$ cat config.mk
export PLATFORM = sky130hd
export DESIGN_NAME = alu_cond_writeback
export DESIGN_NICKNAME = d
export VERILOG_FILES = /design/src/rtl/alu_cond_writeback.sv
export SDC_FILE = /design/constraint.sdc
export NUM_CORES = 1
export LEC_CHECK = 0
export CAP_MARGIN = 40
export CORE_MARGIN = 2
export CORE_UTILIZATION = 49
export DETAILED_ROUTE_END_ITERATION = 12
export PLACE_DENSITY = 0.91
export REMOVE_ABC_BUFFERS = 1
export SLEW_MARGIN = 30
export SYNTH_ARGS = -nofsm -noshare
export SYNTH_HDL_FRONTEND = slang
export SYNTH_SLANG_ARGS = --single-unit
export TNS_END_PERCENT = 50
$ cat constraint.sdc
create_clock -name clk_i -period 2.6 [get_ports clk_i]
set_input_delay 0.65 -clock clk_i [delete_from_list [all_inputs] [get_ports clk_i]]
set_output_delay 0.65 -clock clk_i [all_outputs]
set_load 0.02 [all_outputs]
$ cat src/rtl/alu_cond_writeback.sv
// rtl/alu_cond_writeback.sv - ALU execute/writeback stage with NZCV condition check and multi-cycle MUL hold
module alu_cond_writeback #(
  parameter int DATA_W  = 32,
  parameter int MUL_LAT = 3
) (
  input  logic              clk_i,
  input  logic              rst_n_i,
  input  logic              in_valid_i,
  output logic              in_ready_o,
  input  logic [3:0]        opcode_i,
  input  logic [3:0]        cond_i,
  input  logic              s_i,
  input  logic [3:0]        rd_i,
  input  logic [DATA_W-1:0] result_i,
  input  logic [3:0]        new_flag_i,
  output logic [3:0]        flag_o,
  output logic              wb_en_o,
  output logic [3:0]        wb_addr_o,
  output logic [DATA_W-1:0] wb_data_o,
  output logic              retire_o,
  output logic              cond_pass_o
);

  localparam logic [3:0] OP_MUL    = 4'b0010;
  localparam logic [3:0] OP_CMP    = 4'b1011;
  localparam int         CNT_W     = (MUL_LAT > 1) ? $clog2(MUL_LAT) : 1;
  localparam bit         MUL_MULTI = (MUL_LAT > 1);

  typedef enum logic [1:0] {IDLE, MUL_WAIT, COMMIT} state_t;

  state_t              state_q, state_d;
  logic [CNT_W-1:0]    cnt_q, cnt_d;
  logic [3:0]          op_q, op_d;
  logic                s_q, s_d;
  logic [3:0]          rd_q, rd_d;
  logic [DATA_W-1:0]   result_q, result_d;
  logic [3:0]          nflag_q, nflag_d;
  logic                pass_q, pass_d;
  logic [3:0]          flag_q, flag_d;
  logic                wb_en_q, wb_en_d;
  logic [3:0]          wb_addr_q, wb_addr_d;
  logic [DATA_W-1:0]   wb_data_q, wb_data_d;
  logic                retire_q, retire_d;
  logic                cond_pass_q, cond_pass_d;
  logic                accept;

  function automatic logic cond_eval(input logic [3:0] c, input logic [3:0] f);
    logic n, z, cf, v;
    {n, z, cf, v} = f;
    case (c)
      4'h0:    cond_eval = z;
      4'h1:    cond_eval = !z;
      4'h2:    cond_eval = cf;
      4'h3:    cond_eval = !cf;
      4'h4:    cond_eval = n;
      4'h5:    cond_eval = !n;
      4'h6:    cond_eval = v;
      4'h7:    cond_eval = !v;
      4'h8:    cond_eval = cf & !z;
      4'h9:    cond_eval = !cf | z;
      4'hA:    cond_eval = (n == v);
      4'hB:    cond_eval = (n != v);
      4'hC:    cond_eval = !z & (n == v);
      4'hD:    cond_eval = z | (n != v);
      4'hE:    cond_eval = 1'b1;
      default: cond_eval = 1'b0;
    endcase
  endfunction

  assign in_ready_o = (state_q != MUL_WAIT);
  assign accept     = in_valid_i & in_ready_o;

  always_comb begin
    flag_d      = flag_q;
    wb_en_d     = 1'b0;
    wb_addr_d   = wb_addr_q;
    wb_data_d   = wb_data_q;
    retire_d    = 1'b0;
    cond_pass_d = 1'b0;
    if (state_q == COMMIT) begin
      retire_d    = 1'b1;
      cond_pass_d = pass_q;
      if (pass_q && (op_q <= 4'b1010)) begin
        wb_en_d   = 1'b1;
        wb_addr_d = rd_q;
        wb_data_d = result_q;
      end
      if (pass_q && (op_q <= OP_CMP) && (s_q || op_q == OP_CMP))
        flag_d = nflag_q;
    end
  end

  // Condition is checked against flag_d so a back-to-back instruction sees the committing flags.
  always_comb begin
    state_d  = state_q;
    cnt_d    = cnt_q;
    op_d     = op_q;
    s_d      = s_q;
    rd_d     = rd_q;
    result_d = result_q;
    nflag_d  = nflag_q;
    pass_d   = pass_q;
    if (accept) begin
      op_d     = opcode_i;
      s_d      = s_i;
      rd_d     = rd_i;
      result_d = result_i;
      nflag_d  = new_flag_i;
      pass_d   = cond_eval(cond_i, flag_d);
    end
    case (state_q)
      MUL_WAIT: begin
        cnt_d = cnt_q - 1'b1;
        if (cnt_q == CNT_W'(1)) state_d = COMMIT;
      end
      default: begin
        if (!accept) begin
          state_d = IDLE;
        end else if (opcode_i == OP_MUL && MUL_MULTI) begin
          state_d = MUL_WAIT;
          cnt_d   = CNT_W'(MUL_LAT - 1);
        end else begin
          state_d = COMMIT;
        end
      end
    endcase
  end

  always_ff @(posedge clk_i or negedge rst_n_i) begin
    if (!rst_n_i) begin
      state_q     <= IDLE;
      cnt_q       <= '0;
      op_q        <= '0;
      s_q         <= 1'b0;
      rd_q        <= '0;
      result_q    <= '0;
      nflag_q     <= '0;
      pass_q      <= 1'b0;
      flag_q      <= '0;
      wb_en_q     <= 1'b0;
      wb_addr_q   <= '0;
      wb_data_q   <= '0;
      retire_q    <= 1'b0;
      cond_pass_q <= 1'b0;
    end else begin
      state_q     <= state_d;
      cnt_q       <= cnt_d;
      op_q        <= op_d;
      s_q         <= s_d;
      rd_q        <= rd_d;
      result_q    <= result_d;
      nflag_q     <= nflag_d;
      pass_q      <= pass_d;
      flag_q      <= flag_d;
      wb_en_q     <= wb_en_d;
      wb_addr_q   <= wb_addr_d;
      wb_data_q   <= wb_data_d;
      retire_q    <= retire_d;
      cond_pass_q <= cond_pass_d;
    end
  end

  assign flag_o      = flag_q;
  assign wb_en_o     = wb_en_q;
  assign wb_addr_o   = wb_addr_q;
  assign wb_data_o   = wb_data_q;
  assign retire_o    = retire_q;
  assign cond_pass_o = cond_pass_q;

endmodule

### Word level (Yosys, flattened, before mapping)

Cells that the tools add are included.

* bits in registers: 93
* bits of input ports: 52
* output and inout port bits: 44
* word-level logic and storage cells: 72

* add/sub/neg operators: 1
* order comparisons: 2
* eq/ne operators: 23
* multiplexer cells: 14
* bitwise operators: 5
* reductions and logical operators: 13

Operator list (count)
* equality test 4 bit (second input constant): 8
* equality test 4 x 3 -> 1 bit (second input constant): 4
* case mux 1 bit (15 select lines): 1
* two-way mux 2 bit: 7
* equality test 4 x 2 -> 1 bit (second input constant): 3
* <= comparator 4 bit (second input constant): 2
* two-way mux 4 bit: 2
* equality test 2 x 1 -> 1 bit (second input constant): 2
* equality test 4 x 1 -> 1 bit (second input constant): 1
* logical NOT 1 bit: 4
* logical NOT 4 bit: 1
* two-way mux 1 bit: 4
* AND reduction 2 bit: 2
* nonzero test 2 bit: 2
* AND 1 bit: 3
* logical AND 1 bit: 3
* equality test 2 bit (second input constant): 1
* inequality test 2 x 1 -> 1 bit (second input constant): 1
* inequality test 2 bit (second input constant): 1
* bitwise OR 1 bit: 2
* subtractor 2 x 1 -> 2 bit (second input constant): 1
* equality test 1 bit: 1
* logical OR 1 bit: 1
* inequality test 1 bit: 1

### Longest topological paths before layout

Gate-level depths: netlist of run 1.

* word-level depth: 8
* mapped depth: 7

### Least setup slack after synthesis of run 1

No wires, ideal clock.

* path kind: in2reg
* start: input port cond_i[1]
* end: register pass_q
* setup time: 0.136 ns
* arrival time: 1.687 ns
* required time: 2.464 ns
* slack: 0.777 ns
* stages: 6
* buffers on the path: 1
* path through: clkbuf_1 > nand2b_1 > nor2_1 > a31o_2 > a2111oi_2 > a31oi_1

* longest elaborated chain between the ends: 2
* elaborated cells on any way between the ends: 16
* classes of those cells: eq/ne (14); mux (1); reduce/logical (1)

Ends and longest elaborated chain
* start, declared: line 11 `input logic [3:0] cond_i,`
* equality test 4 bit (tied with other cells): line 50 `case (c)`
* case mux 1 bit (15 select lines) *: line 50
* end signal, assigned: line 153 `pass_q <= pass_d;`
* end, declared: line 38 `logic pass_q, pass_d;`

Mark *: on every way between the ends. The rest lies on a longest branch, timed or not.
A chain may end at the register's enable or synchronous reset.

### Worst setup path after layout of run 1

* start: register state_q[1]
* end: output port in_ready_o

* longest elaborated chain between the ends: 1

Ends and longest elaborated chain
* start, declared: line 31 `state_t state_q, state_d;`
* start signal, assigned: line 146 `state_q <= state_d;`
* inequality test 2 x 1 -> 1 bit: line 70 `assign in_ready_o = (state_q != MUL_WAIT);`
* end, declared: line 9 `output logic in_ready_o,`

No other way between the ends.

==> impl_summary.log, run 1 <==
INFO  metric post_synth_instance_area = approximately 3900 um^2
INFO  metric regArea = about 2300 um^2
INFO  metric vdd_ir_drop_max = around 700 uV
INFO  metric p_leak = 2.33 nW
INFO  metric fin_worst_skew = 0.0113 ns
INFO  metric worst_slew_pin_slew = 0.668 ns
INFO  metric sequence_of_cells_on_the_critical_path = nand2b_1 -> clkdlybuf4s50_1
INFO  metric layout-area-overhead-vs-synth = 33.1%
INFO  metric synthDominantAreaCellType = dfrtp_1
INFO  metric timing.fmax = 419 MHz
INFO  metric grt_usage = 0.208
INFO  metric clock_tree_from_tritoncts = yes
INFO  metric worst_ep_required_time = 1.95 ns
INFO  metric post_synth_xor_area_fraction = 0.00904
INFO  metric drt_pass1_iterations = 5
INFO  metric synth_top_cells_by_count = nand2_1, dfrtp_1, mux2_2, buf_2, inv_1
INFO  metric ys_types = 44
INFO  metric hold_path.class = in -> async
INFO  metric route.vias.total = approximately 2800
INFO  metric slew_viol_final = 0
INFO  metric maximum_number_of_pins_on_one_net_before_global_route_repair = 41
INFO  metric synth.area.mux_share = 0.150
INFO  metric synth_cells = approximately 340
INFO  metric ioPinCount = 96
INFO  metric setup.worst_path.end_class = output port
INFO  metric postCtsSetupRepairBufs = 0
INFO  metric grt_pass1_vias = between 2000 and 3000
INFO  metric yosys_warnings = 0
INFO  metric synth_compound_area_frac = 0.0442
INFO  metric post_drt_wl_per_cell = between 15 and 20 um
INFO  metric synth_fa_ha_area_frac = 0.00323
INFO  metric placementRows = 32
INFO  metric synth_largest_type_area_fraction = 0.600
INFO  metric register_area_share_after_synthesis = 0.600
INFO  metric final.period_utilization = 0.919
INFO  metric clock_sinks = 93
INFO  metric floorplan.initialDensity = 0.504
INFO  metric antenna_cells = 0
INFO  metric die_width = 93.0 um
INFO  metric initialDrtViolationCount = between 90 and 100
INFO  metric setup_tns = 0 ns
INFO  metric synth_enable_flop_cells = 0
INFO  metric max_h_tree_level = 3
INFO  metric final_hold_viol_count = 0
INFO  metric category_of_the_critical_setup_timing_path = reg -> out
INFO  metric critPathArrivalTime = between 1.5 and 2 ns
INFO  metric critPathMaxFanout = 9
INFO  metric post-synth-top-count-cell = nand2_1
INFO  metric worst-path-buf-inv = 1
INFO  metric filler_cell_count = ~600
INFO  metric ys_dominant_reg_cell = dfrtp_1
INFO  metric final_layout_size_suffix_gt1_frac = 0.185
INFO  metric maxCapViolations = 0
INFO  metric placeableCoreArea = about 7700 um^2
INFO  metric multi_input_comb_area = between 1000 and 1500 um^2
INFO  metric slew_headroom = 0.554
INFO  metric grt.overflow.total = 0
INFO  metric number_of_buffers_created_by_cts = 9
INFO  metric grt_antenna_before_repair = 0
INFO  metric final.min_clock_period = about 2.4 ns
INFO  metric cpMaxStageDelayCell = clkdlybuf4s50_1
INFO  metric result_of_the_run = complete, no violations
INFO  metric holdBufCountCts = 0
INFO  metric asyncSetResetFlopFracSynth = 1.00
INFO  metric route.antenna.remaining_nets = 0
INFO  metric buffer_cell_driving_the_clock_tree_root = clkbuf_8
INFO  metric floorplan.die_area = 8640 um^2
INFO  metric gp_congestion = approximately 0.85
INFO  metric io_buffers = 95
INFO  metric dp.final_hpwl = 5700 um
INFO  metric grt_setup_unrepaired = no
INFO  metric yosys-top-cells-area = dfrtp_1, mux2_2, nand2_1
INFO  metric setup.worst_path.start_class = flip-flop
INFO  metric finalInstanceArea = a little over 5000 um^2
INFO  metric chipHeight = approximately 93 um
INFO  metric mean_area_per_synthesized_cell = between 10 and 15 um^2
INFO  metric drt-total-wl = roughly 8300 um
INFO  metric synth-simple-area-share = 0.162
INFO  metric power.density = roughly 950 nW/um^2
INFO  metric clock_path_buffers = 2
INFO  metric top_delay_family_on_crit_path = buffers and inverters
INFO  metric vias_per_cell = a little over 5
INFO  metric num-nets-final = between 400 and 500
INFO  metric place_area = slightly below 5000 um^2
INFO  metric post_cts_resize_count = 0
INFO  metric dominant_combinational_cell_family_by_area_after_synthesis = simple AND/OR/NAND/NOR gates
INFO  metric worstSkewPairLatency = roughly 0.36 ns
INFO  metric synth-seq-cells = slightly above 90
INFO  metric grt_pass1_wl = between 10000 and 15000 um
INFO  metric setup_viol = 0
INFO  metric critical_path.max_stage_delay = 0.67 ns
INFO  metric post_route_drc = 0
INFO  metric clock_pin_transition_on_the_worst_setup_and_hold_timing_paths = approximately 0.1 ns
## power by group
part,internal (mW),switching [mW]
Sequential,1.84,0.276
Combinational,0.864,0.870
Clock,0.551,0.515
## cells in the final DEF, fill, tap and decap left out, types with 3 or more instances in the layout
cell / n
inv_1: 7
nand2_1: 113
a31oi_1: 4
nand2b_1: 3
clkbuf_8: 9
nor3_1: 4
buf_4: 6
nor3b_1: 3
dfrtp_1: 93
clkdlybuf4s50_1: 94
mux2_2: 44
nor2_1: 5
mux2_1: 4
o21ai_0: 4
xnor2_1: 3
## per-stage QoR
step                      instances  power, mW  setup WS [ns]  hold slack (ns)  utilization
after global routing            541       5.19         0.0828            0.234        0.671
after floorplan                 321       2.95          0.142            0.354            -
after CTS                       541       4.96          0.176            0.228        0.671
after global placement          525       3.81          0.232            0.440        0.643
final                           541       4.91          0.211            0.225        0.671
after detailed placement        525       3.89          0.157            0.451        0.643
## final cells by class
cell class	count	area share
Tap cell	102	0.0247
Clock buffer	10	0.0247
Clock inverter	6	0.0182
Timing Repair Buffer	102	0.199
Sequential cell	93	0.451
Inverter	8	0.00582
Multi-Input combinational cell	220	0.277
## routing by layer
| layer | global-route usage | share of wire |
|---|---|---|
| met1 | 0.264 | 0.42 |
| met5 | 0 | 0 |
| met3 | 0.0708 | 0.079 |
| met2 | 0.334 | 0.48 |
| met4 | 0.0760 | 0.018 |
## final timing paths
| check | startpoint | endpoint | slack, ns | cells past startpoint |
|---|---|---|---|---|
| worst max-delay path | state_q[1] | in_ready_o | 0.21 | 2 |
| worst min-delay path | rst_n_i | result_q[12] | 0.22 | 1 |
| max in group asynchronous | rst_n_i | result_q[24] | 1.72 | 2 |
| worst max register to register | state_q[0] | pass_q | 0.72 | 6 |
| min in group clk_i | result_q[24] | wb_data_o[24] | 0.46 | 2 |
| worst min register to register | result_q[24] | wb_data_o[24] | 0.46 | 2 |
## registers in the layout (all words and copies together), names as in the netlist
register and cells:
result_q 32, wb_data_o 32, flag_o 4, nflag_q 4, op_q 4, rd_q 4
wb_addr_o 4, cnt_q 2, state_q 2, cond_pass_o 1, pass_q 1, retire_o 1
s_q 1, wb_en_o 1
## cell families (layout without fill, tap and decap cells)
kind of cell | after synthesis | in the layout
and+or+nand+nor | 142 | 142
DFF | 93 | 93
muxes | 51 | 51
buffers and inverters | 26 | 126
AOI/OAI and AO/OA | 22 | 22
xor gates and xnor gates | 4 | 4
adders and majority gates | 1 | 1
Note: power is estimated with default switching activity, not from simulation.
==> run 2: changes to the inputs <==
--- a/config.mk
+++ b/config.mk
@@ -9,6 +9,7 @@
 export CORE_MARGIN = 2
 export CORE_UTILIZATION = 49
 export DETAILED_ROUTE_END_ITERATION = 12
+export GPL_ROUTABILITY_DRIVEN = 0
 export PLACE_DENSITY = 0.91
 export REMOVE_ABC_BUFFERS = 1
 export SLEW_MARGIN = 30
==> impl_summary.log, run 2 (synthesis results as in run 1) <==
INFO  metric die_width = 93.0 um (unchanged)
INFO  metric fin_total_pwr = 4.75 mW (was 4.91 mW)
INFO  metric setup.worst_path.start_class = flip-flop (unchanged)
INFO  metric commonest_non_fill_non_tap_cell_in_the_layout = nand2_1 (unchanged)
INFO  metric antenna_cells = 0 (unchanged)
INFO  metric crit-reg2reg-launch = state_q[0] (unchanged)
INFO  metric max_h_tree_level = 3 (unchanged)
INFO  metric filler_cell_count = 575 (was 583)
INFO  metric critPathArrivalTime = 1.73 ns (was 1.74 ns)
INFO  metric category_of_the_critical_setup_timing_path = reg -> out (unchanged)
INFO  metric fin_worst_skew = 0.00808 ns (was 0.0113 ns)
INFO  metric critPathMaxFanout = 9 (unchanged)
INFO  metric final.min_clock_period = 2.38 ns (was 2.39 ns)
INFO  metric post_drt_wl_per_cell = 15.9 um (was 15.4 um)
INFO  metric final_core_util = 0.665 (was 0.671)
INFO  metric postCtsSetupRepairBufs = 0 (unchanged)
INFO  metric p_seq_frac = 0.445 (was 0.430)
INFO  metric buffer_cell_driving_the_clock_tree_root = clkbuf_8 (unchanged)
INFO  metric num-nets-final = 486 (was 487)
INFO  metric worstSkewPairLatency = 0.35 ns (was 0.36 ns)
INFO  metric placeableCoreArea = 7690 um^2 (unchanged)
INFO  metric layout-area-overhead-vs-synth = 31.9% (was 33.1%)
INFO  metric clock_sinks = 93 (unchanged)
INFO  metric worst_ep_required_time = 1.95 ns (about the same)
INFO  metric power.share.combinational = 0.369 (was 0.353)
INFO  metric placementRows = 32 (unchanged)
INFO  metric mostFrequentLayoutCells = nand2_1, clkdlybuf4s50_1, dfrtp_1 (unchanged)
INFO  metric dp.final_hpwl = 5930 um (was 5700 um)
INFO  metric share_clk_of_total_power = 0.186 (was 0.217)
INFO  metric hold_path.class = in -> async (unchanged)
INFO  metric route.antenna.remaining_nets = 0 (unchanged)
INFO  metric drt_pass1_iterations = 4 (was 5)
INFO  metric clock_tree_from_tritoncts = yes (unchanged)
INFO  metric grt.met3_usage = 0.0683 (was 0.0708)
INFO  metric drt-total-wl = 8580 um (was 8320 um)
INFO  metric clock_path_buffers = 2 (unchanged)
INFO  metric finalInstanceArea = 5110 um^2 (was 5160 um^2)
INFO  metric vdd_ir_drop_max = 576 uV (was 699 uV)
INFO  metric internal_power = 3.08 mW (was 3.25 mW)
INFO  metric grt_pass1_wl = 14100 um (about the same)
INFO  metric setup_viol = 0 (unchanged)
INFO  metric post_cts_resize_count = 0 (unchanged)
INFO  metric regArea = 2330 um^2 (unchanged)
INFO  metric final.period_utilization = 0.917 (was 0.919)
INFO  metric timing_startpoint_of_the_critical_path = state_q[1] (unchanged)
INFO  metric ioPinCount = 96 (unchanged)
INFO  metric initialDrtViolationCount = 120 (was 95)
INFO  metric setup_tns = 0 ns (unchanged)
INFO  metric clock_pin_transition_on_the_worst_setup_and_hold_timing_paths = 0.09 ns (was 0.10 ns)
INFO  metric number_of_buffers_created_by_cts = 9 (unchanged)
INFO  metric chipHeight = 93.0 um (unchanged)
INFO  metric grt.overflow.total = 0 (unchanged)
INFO  metric worst_slew_pin_slew = 0.699 ns (was 0.668 ns)
INFO  metric maximum_number_of_pins_on_one_net_before_global_route_repair = 58 (was 41)
INFO  metric post_layout_nonfiller_instances = 540 (was 541)
INFO  metric floorplan.initialDensity = 0.504 (unchanged)
INFO  metric power.density = 928 nW/um^2 (was 952 nW/um^2)
INFO  metric switching_share = 0.351 (was 0.338)
INFO  metric holdBufCountCts = 0 (unchanged)
INFO  metric final_hold_viol_count = 0 (unchanged)
INFO  metric setup.worst_path.end_class = output port (unchanged)
INFO  metric slew_headroom = 0.533 (was 0.554)
INFO  metric slew_viol_final = 0 (unchanged)
INFO  metric floorplan.die_area = 8640 um^2 (unchanged)
INFO  metric io_buffers = 95 (unchanged)
INFO  metric grt_antenna_before_repair = 0 (unchanged)
INFO  metric numPlacedInstances = 524 (was 525)
INFO  metric grt_setup_unrepaired = no (unchanged)
INFO  metric grt_pass1_vias = 2965 (was 2990)
INFO  metric final_layout_size_suffix_gt1_frac = 0.185 (about the same)
INFO  metric holdWs = 0.245 ns (was 0.225 ns)
INFO  metric grtUsageMet2 = 0.347 (was 0.334)
INFO  metric timing.fmax = 419 MHz (about the same)
INFO  metric grt_usage = 0.212 (was 0.208)
INFO  metric route.vias.total = 2821 (was 2805)
INFO  metric p_leak = 2.30 nW (was 2.33 nW)
INFO  metric post_route_drc = 0 (unchanged)
INFO  metric place_area = 4930 um^2 (was 4940 um^2)
INFO  metric result_of_the_run = complete, no violations (unchanged)
INFO  metric vias_per_cell = 5.22 (was 5.18)
INFO  metric grt.busiest_layer = met2 (unchanged)
INFO  metric switch_pwr = 1.67 mW (was 1.66 mW)
INFO  metric multi_input_comb_area = 1430 um^2 (unchanged)
INFO  metric worst_setup_slack_post_dpl = 0.117 ns (was 0.157 ns)
INFO  metric use_met1 = 0.265 (was 0.264)
INFO  metric final_critical_path_setup_slack = 0.216 ns (was 0.211 ns)
INFO  metric maxCapViolations = 0 (unchanged)
==> run 2: changes by cell type in the layout (fill, tap and decap cells not counted), sizes merged <==
cell | before | now
bufinv | 2 | 0
clkinvlp | 1 | 3
buf | 8 | 7
==> run 2: path summary, 6_finish.rpt <==
kind	end	slack [ns]	cells after the start
min	result_q[22]	0.25	1
min in group clk_i	wb_data_o[8]	0.47	2
max reg2reg	pass_q	0.72	6
min reg2reg	wb_data_o[8]	0.47	2
max	in_ready_o	0.22	2
max in group asynchronous	result_q[6]	1.69	2
==> run 2: power by group through the flow <==
stage / registers, mW / clock network (mW) / logic, mW
after global placement: 2.11 / 0 / 1.70
after CTS: 2.11 / 0.911 / 1.77
final: 2.11 / 0.882 / 1.75
after detailed placement: 2.12 / 0 / 1.77
after floorplan: 2.45 / 0 / 0.509
after global routing: 2.16 / 0.981 / 1.88
==> run 2: critical path, cell delays in order, from the launching register on <==
cell and delay [ns]:
dfrtp_1 0.41, nand2b_1 0.31, clkdlybuf4s50_1 0.66
==> run 2: layout make-up <==
type                       instances  share of cell area
clock buffer                      10              0.0269
clock inverter                     6             0.00881
inverter                           8             0.00587
multi-input combinational        220               0.279
sequential                        93               0.455
tap                              102              0.0250
timing repair buffer             101               0.199
==> run 2: per-layer routing <==
metal	share of wire	wire length, um	vias up
met2	0.50	4310	94
met1	0.41	3540	1389
li1	-	-	1320
met3	0.068	582	18
met4	0.018	155	0
met5	0	0	-
==> run 3: changes to the inputs <==
--- a/config.mk
+++ b/config.mk
@@ -8,6 +8,7 @@
 export CAP_MARGIN = 40
 export CORE_MARGIN = 2
 export CORE_UTILIZATION = 49
+export CTS_CLUSTER_SIZE = 12
 export DETAILED_ROUTE_END_ITERATION = 12
 export GPL_ROUTABILITY_DRIVEN = 0
 export PLACE_DENSITY = 0.91
==> results of run 3 <==
No change in the layout: final DEF, timing and power equal those of run 2.
